--- src/rtl/axi4lite_timer.sv ---
// AXI4-Lite timer: prescaled 32-bit up-counter with compare match and a level interrupt.
// One write and one read may be outstanding at a time; AW and W are taken together.
module axi4lite_timer #(
  parameter int unsigned PRESCALE_W = 16,
  parameter logic [31:0] RESET_CMP  = 32'hFFFF_FFFF
) (
  input  logic        clk_i,
  input  logic        rst_n_i,
  input  logic        axi_awvalid_i,
  input  logic [31:0] axi_awaddr_i,
  input  logic        axi_wvalid_i,
  input  logic [31:0] axi_wdata_i,
  input  logic [3:0]  axi_wstrb_i,
  input  logic        axi_bready_i,
  input  logic        axi_arvalid_i,
  input  logic [31:0] axi_araddr_i,
  input  logic        axi_rready_i,
  output logic        axi_awready_o,
  output logic        axi_wready_o,
  output logic        axi_bvalid_o,
  output logic [1:0]  axi_bresp_o,
  output logic        axi_arready_o,
  output logic        axi_rvalid_o,
  output logic [31:0] axi_rdata_o,
  output logic [1:0]  axi_rresp_o,
  output logic        intr_o
);

  localparam logic [2:0] AddrCtrl     = 3'd0;
  localparam logic [2:0] AddrStatus   = 3'd1;
  localparam logic [2:0] AddrCmp      = 3'd2;
  localparam logic [2:0] AddrCount    = 3'd3;
  localparam logic [2:0] AddrPrescale = 3'd4;
  localparam logic [1:0] RespOkay     = 2'b00;
  localparam logic [1:0] RespSlverr   = 2'b10;

  logic                  en_q, ie_q, reload_q, pend_q;
  logic                  en_d, ie_d, reload_d, pend_d;
  logic [31:0]           cmp_q, cmp_d, count_q, count_d;
  logic [PRESCALE_W-1:0] prescale_q, prescale_d, pre_cnt_q, pre_cnt_d;
  logic                  bvalid_q, rvalid_q;
  logic [1:0]            bresp_q, rresp_q, wr_resp, rd_resp;
  logic [31:0]           rdata_q, rd_data;
  logic                  wr_accept, rd_accept, tick, match;
  logic [2:0]            wr_idx, rd_idx;
  logic                  unused_addr;

  function automatic logic [31:0] merge_bytes(input logic [31:0] old_val,
                                              input logic [31:0] new_val,
                                              input logic [3:0]  strb);
    logic [31:0] res;
    for (int i = 0; i < 4; i++) begin
      res[8*i +: 8] = strb[i] ? new_val[8*i +: 8] : old_val[8*i +: 8];
    end
    return res;
  endfunction

  assign wr_idx      = axi_awaddr_i[4:2];
  assign rd_idx      = axi_araddr_i[4:2];
  assign unused_addr = ^{axi_awaddr_i[31:5], axi_awaddr_i[1:0],
                         axi_araddr_i[31:5], axi_araddr_i[1:0]};

  assign wr_accept = axi_awvalid_i & axi_wvalid_i & ~bvalid_q;
  assign rd_accept = axi_arvalid_i & ~rvalid_q;
  assign tick      = en_q & (pre_cnt_q == prescale_q);
  // Compare uses the pre-write COUNT so a same-cycle software write cannot mask a match.
  assign match     = tick & (count_q == cmp_q);
  assign wr_resp   = (wr_idx > AddrPrescale) ? RespSlverr : RespOkay;

  always_comb begin
    en_d       = en_q;
    ie_d       = ie_q;
    reload_d   = reload_q;
    pend_d     = pend_q;
    cmp_d      = cmp_q;
    count_d    = count_q;
    prescale_d = prescale_q;

    if (!en_q || tick) begin
      pre_cnt_d = '0;
    end else begin
      pre_cnt_d = pre_cnt_q + 1'b1;
    end

    if (tick) begin
      if (match) begin
        pend_d = 1'b1;
        if (reload_q) begin
          count_d = '0;
        end else begin
          en_d = 1'b0;
        end
      end else begin
        count_d = count_q + 32'd1;
      end
    end

    // Software writes are applied last so they override the timer's own updates.
    if (wr_accept) begin
      case (wr_idx)
        AddrCtrl: begin
          if (axi_wstrb_i[0]) begin
            {reload_d, ie_d, en_d} = axi_wdata_i[2:0];
          end
        end
        AddrStatus: begin
          if (axi_wstrb_i[0] && axi_wdata_i[0] && !match) begin
            pend_d = 1'b0;
          end
        end
        AddrCmp:   cmp_d   = merge_bytes(cmp_q, axi_wdata_i, axi_wstrb_i);
        AddrCount: count_d = merge_bytes(count_d, axi_wdata_i, axi_wstrb_i);
        AddrPrescale: begin
          for (int i = 0; i < PRESCALE_W; i++) begin
            if (axi_wstrb_i[i/8]) begin
              prescale_d[i] = axi_wdata_i[i];
            end
          end
        end
        default: ;
      endcase
    end
  end

  always_comb begin
    rd_data = '0;
    rd_resp = RespOkay;
    case (rd_idx)
      AddrCtrl:     rd_data = {29'd0, reload_q, ie_q, en_q};
      AddrStatus:   rd_data = {31'd0, pend_q};
      AddrCmp:      rd_data = cmp_q;
      AddrCount:    rd_data = count_q;
      AddrPrescale: rd_data = 32'(prescale_q);
      default:      rd_resp = RespSlverr;
    endcase
  end

  always_ff @(posedge clk_i or negedge rst_n_i) begin
    if (!rst_n_i) begin
      en_q       <= 1'b0;
      ie_q       <= 1'b0;
      reload_q   <= 1'b0;
      pend_q     <= 1'b0;
      cmp_q      <= RESET_CMP;
      count_q    <= '0;
      prescale_q <= '0;
      pre_cnt_q  <= '0;
      bvalid_q   <= 1'b0;
      bresp_q    <= RespOkay;
      rvalid_q   <= 1'b0;
      rdata_q    <= '0;
      rresp_q    <= RespOkay;
    end else begin
      en_q       <= en_d;
      ie_q       <= ie_d;
      reload_q   <= reload_d;
      pend_q     <= pend_d;
      cmp_q      <= cmp_d;
      count_q    <= count_d;
      prescale_q <= prescale_d;
      pre_cnt_q  <= pre_cnt_d;
      if (wr_accept) begin
        bvalid_q <= 1'b1;
        bresp_q  <= wr_resp;
      end else if (axi_bready_i) begin
        bvalid_q <= 1'b0;
      end
      if (rd_accept) begin
        rvalid_q <= 1'b1;
        rdata_q  <= rd_data;
        rresp_q  <= rd_resp;
      end else if (axi_rready_i) begin
        rvalid_q <= 1'b0;
      end
    end
  end

  assign axi_awready_o = wr_accept;
  assign axi_wready_o  = wr_accept;
  assign axi_bvalid_o  = bvalid_q;
  assign axi_bresp_o   = bresp_q;
  assign axi_arready_o = ~rvalid_q;
  assign axi_rvalid_o  = rvalid_q;
  assign axi_rdata_o   = rdata_q;
  assign axi_rresp_o   = rresp_q;
  assign intr_o        = pend_q & ie_q;

endmodule

--- config.mk ---
export PLATFORM = sky130hd
export DESIGN_NAME = axi4lite_timer
export DESIGN_NICKNAME = d
export VERILOG_FILES = /design/src/rtl/axi4lite_timer.sv
export SDC_FILE = /design/constraint.sdc
export NUM_CORES = 1
export LEC_CHECK = 0
export CORE_ASPECT_RATIO = 2
export CORE_MARGIN = 2
export CORE_UTILIZATION = 43
export CTS_BUF_LIST = sky130_fd_sc_hd__clkbuf_8
export DETAILED_ROUTE_END_ITERATION = 10
export GPL_ROUTABILITY_DRIVEN = 0
export PLACE_DENSITY = 0.66
export SYNTH_ARGS = -nofsm -noshare
export SYNTH_HDL_FRONTEND = slang
export SYNTH_SLANG_ARGS = --single-unit
--- constraint.sdc ---
create_clock -name clk_i -period 4.54 [get_ports clk_i]
set_clock_uncertainty 0.05 [all_clocks]
set_input_delay 0.908 -clock clk_i [delete_from_list [all_inputs] [get_ports clk_i]]
set_output_delay 0.908 -clock clk_i [all_outputs]
set_load 0.05 [all_outputs]
Word-level counts from Yosys, hierarchy flattened
Cells that the tools add are included.

Order comparisons: 1. Equality and inequality tests: 10. Multiplexer cells: 28. Add/sub/neg operators: 2. Reductions and logical operators: 17. Bitwise operators: 8.

Operators by type and width (number): 2-to-1 mux 32 bit (5); case mux 32 bit (5 select lines) (1); adder 32 x 1 -> 32 bit, second input constant (1); equality test 32 bit (1); 2-to-1 mux 8 bit (4); AND reduction 3 bit (7); adder 16 x 1 -> 16 bit, second input constant (1); equality test 16 bit (1); 2-to-1 mux 16 bit (1); 2-to-1 mux 1 bit (15); equality test 3 x 2 -> 1 bit, second input constant (4); AND 1 bit (6); equality test 3 x 1 -> 1 bit, second input constant (2); equality test 3 bit, second input constant (2); zero test 3 bit (2); OR reduction 5 bit (1); 2-to-1 mux 2 bit (2); nonzero test 2 bit (2); > comparator 3 bit, second input constant (1); logical AND 1 bit (2); zero test 1 bit (2); NOT 1 bit (2); logical OR 1 bit (1).

Flip-flop bits (word level): 138. Output and inout bits: 42. Input bits: 107.

Logic depth before layout (Yosys ltp)
Depth after elaboration: 8. Gate-level depth with buffers: 9. Mapped depth without buffers: 7.

Worst setup path before layout
No wires, ideal clock.

Path kind: input-to-output. Start: in axi_awvalid_i. End: out axi_wready_o. Stages on the path: 4. Data required time: 3582 ps. Buffers on the path: 2. Data arrival time: 2196 ps. Setup slack: 1386 ps. Path through: nand2_1 nor2_1 clkbuf_1 buf_4.

Word-level cells in the longest chain between the ends: 2.

RTL lines: from (decl) (RTL line 9) `input logic axi_awvalid_i,`; AND 1 bit (2 in a row) (RTL line 63) `assign wr_accept = axi_awvalid_i & axi_wvalid_i & ~bvalid_q;`; to (decl) (RTL line 19) `output logic axi_wready_o,`.

Every way passes these cells.

Final worst setup path
Start: reg count_q[26]. End: reg count_q[29].

Word-level cells in the longest chain between the ends: 7. Elaborated cells between the ends (all ways): 8. Those cells by class: add/sub: 1; eq/ne: 1; mux: 5; bitwise: 1.

RTL lines: from (decl) (RTL line 39) `logic [31:0] cmp_q, cmp_d, count_q, count_d;`; from (signal assigned) (RTL line 159) `count_q <= count_d;`; branches (longest 2 deep; another with adder 32 x 1 -> 32 bit); 2-to-1 mux 32 bit * (RTL line 86) `if (match) begin`; 2-to-1 mux 32 bit * (RTL line 85) `if (tick) begin`; 2-to-1 mux 8 bit (RTL line 53) `res[8*i +: 8] = strb[i] ? new_val[8*i +: 8] : old_val[8*i +: 8];`; 2-to-1 mux 32 bit (RTL line 100) `case (wr_idx)`; 2-to-1 mux 32 bit * (RTL line 99) `if (wr_accept) begin`; net count_d[29] (RTL line 39).

Mark *: on every way through the listed nets, which the timed path passes. A chain may end at the register's enable or synchronous reset.

==> flow_metrics.env <==
export IMPL_synth_area_leaders="dfrtp_1, dfstp_2, mux2_2"
export IMPL_synth_simple_area_share_pct=19.18
export IMPL_wirelength_um=21270
export IMPL_synthCells=785
export IMPL_grt_pass1_vias=6230
export IMPL_cts_root_buf="clkbuf_8"
export IMPL_drc=0
export IMPL_antenna_found_initial=0
export IMPL_nets=950
export IMPL_period_share_pct=68.69
export IMPL_synthDistinctLibCells=60
export IMPL_portBuffers=88
export IMPL_tns_ns=0
export IMPL_endpoint_kind="flop"
export IMPL_drive_gt1_share_pct=15.34
export IMPL_leakage_nw=3.880
export IMPL_die_y_um=190.9
export IMPL_final_hold_viol_count=0
export IMPL_grt_use_total_pct=23.53
export IMPL_yosys_warnings=0
export IMPL_cts_repair_resized=0
export IMPL_yosysMostFrequentCell="dfrtp_1"
export IMPL_dieArea_sq_um=18600
export IMPL_netlist_area_leader_share_pct=34.67
export IMPL_worstMarginPinSlew_ns=1.045
export IMPL_synthesis_area_sq_um=7507
export IMPL_instances_no_fill=1064
export IMPL_clk_pin_slew_worst_paths_ns=0.09
export IMPL_first_pass_iters=6
export IMPL_r2r_slack_ns=1.42
export IMPL_ys_flop_type="dfrtp_1"
export IMPL_grt_max_degree=108
export IMPL_ys_seq_area_share_pct=45.87
export IMPL_max_cap_violations=0
export IMPL_detail_route_wl_per_cell_um=19.99
export IMPL_hp_class="reg2reg"
export IMPL_grt_pass1_wl_um=34170
export IMPL_antenna_cells=0
export IMPL_worstPathArrival_ns=3.41
export IMPL_crit_required_ns=4.84
export IMPL_syn_avg_cell_area_sq_um=9.563
export IMPL_min_period_ns=3.119
export IMPL_power_density_nw_per_um2=458.0
export IMPL_dp_hpwl_um=15670
export IMPL_clock_sinks=136
export IMPL_viasPerCell=5.826
export IMPL_synth_adder_area_share_pct=0.3333
export IMPL_die_w_um=97.43
export IMPL_dpl_cell_count=1032
export IMPL_crit_type="reg2reg"
export IMPL_status="finished, final reports clean"
export IMPL_htreeDepth=4
export IMPL_cts_tree="yes"
export IMPL_synthTopCellsByCount="dfrtp_1, nand2_1, xor2_1"
export IMPL_synth_edf_count=0
export IMPL_drt_antenna_violating_nets=0
export IMPL_relSlewSlack_pct=30.36
export IMPL_postCtsHoldBufs=0
export IMPL_fmaxAchievable_mhz=320.7
export IMPL_start_util_pct=43.68
export IMPL_rsz0062_at_grt="false"
export IMPL_vdd_drop_max_v=0.0002394
export IMPL_dr_total_vias=6199
export IMPL_num_io_pins=149
export IMPL_holdWs_ns=0.4305
export IMPL_crit_path_start_kind="flop"
export IMPL_synthMuxAreaShare_pct=11.63
export IMPL_cts_setup_buffers=0
export IMPL_drtIter0Drc=388
export IMPL_setup_viol=0
export IMPL_ys_ff_latch=136
export IMPL_crit_fanout=13
export IMPL_gr_total_overflow=0
export IMPL_synthXorXnorAreaFrac_pct=7.350
export IMPL_async_flop_share_pct=100.0
export IMPL_yosysTopAreaCell="dfrtp_1"
export IMPL_synth_compound_area_share_pct=11.52
export IMPL_core_rowCount=68
export IMPL_numCtsBuffers=17
export IMPL_cts_buffer_depth=2
export IMPL_synth_top_family_by_area="simple AND/OR/NAND/NOR gates"
export IMPL_slew_viol_final=0
export IMPL_clk_latency_ns=0.46
export IMPL_area_growth_pct=19.20
export IMPL_core_area_sq_um=17190
per-layer routing:
metal / global-route usage, % / part of all wire [%] / vias to the layer above / wire length, um
li1: - / - / 2891 / -
met1: 24.90 / 36 / 3066 / 7683
met2: 44.03 / 56 / 190 / 11820
met3: 2.969 / 3.5 / 52 / 750
met4: 13.73 / 4.8 / 0 / 1017
met5: 0 / 0 / - / 0
report_power, final:
part / switching (mW) / internal (mW)
clock network: 0.488 / 0.719
logic: 0.723 / 0.499
registers: 0.230 / 1.44
per-stage QoR:
step / setup WS (ns) / util [%] / area [sq um] / total power, mW
detailed placement: 1.284 / 49.29 / 8472 / 2.909
global route: 1.336 / 52.07 / 8949 / 4.318
CTS: 1.396 / 52.07 / 8949 / 4.129
global placement: 1.323 / 49.29 / 8472 / 2.888
floorplan: 1.386 / - / 7511 / 2.474
finish: 1.421 / 52.07 / 8949 / 4.099
cells by family (layout without fill, tap and decap cells):
family	Yosys count	after routing
AO/OA/AOI/OAI	137	137
XOR/XNOR	63	63
adder cells (fa/ha/maj)	2	2
buffers and inverters	75	143
flip-flops	136	136
multiplexers	80	80
other	1	2
AND/OR/NAND/NOR	291	291
final cells by class:
| class | instances | area (sq um) |
|---|---|---|
| timing repair buffer | 98 | 947.2 |
| clock inverter | 14 | 229.0 |
| fill | 1620 | 8238 |
| sequential | 136 | 3443 |
| inverter | 13 | 48.80 |
| clock buffer | 18 | 247.7 |
| tap | 210 | 262.8 |
| multi-input combinational | 575 | 3770 |
placed cells by master, fill, tap and decap left out, drive strengths merged, types with 31 or more instances in the layout:
master         synthesis  routed
mux2i                 31      31
dfrtp                104     104
nand2                 95      95
dfstp                 32      32
xor2                  59      59
o21ai                 48      48
mux2                  48      48
nand3                 42      42
nor2                  55      55
clkdlybuf4s50          0      84
path summary, 6_finish.rpt:
check,startpoint,end,cells past startpoint
setup / recovery,count_q[26],count_q[29],7
hold / removal,axi_rdata_o[7],axi_rdata_o[7],2
setup reg to reg,count_q[26],count_q[29],7
hold reg to reg,axi_rdata_o[7],axi_rdata_o[7],2
max in group asynchronous,rst_n_i,cmp_q[21],2
min in group asynchronous,rst_n_i,axi_rresp_o[1],1
state kept, by name, indices dropped and copies added, names as in the netlist:
signal / flops
axi_rdata_o: 32
cmp_q: 32
count_q: 32
pre_cnt_q: 16
prescale_q: 16
axi_bresp_o: 1
axi_bvalid_o: 1
axi_rresp_o: 1
axi_rvalid_o: 1
en_q: 1
ie_q: 1
pend_q: 1
reload_q: 1
critical path: stages, from the launching register on:
cell and delay, ns:
dfrtp_1 0.51, xor2_1 0.21, nor4_1 0.56, nand4_1 0.16, buf_4 0.23, or4_1 0.74, o211a_1 0.31, a211o_1 0.24
Note: power is estimated with default switching activity, not from simulation.
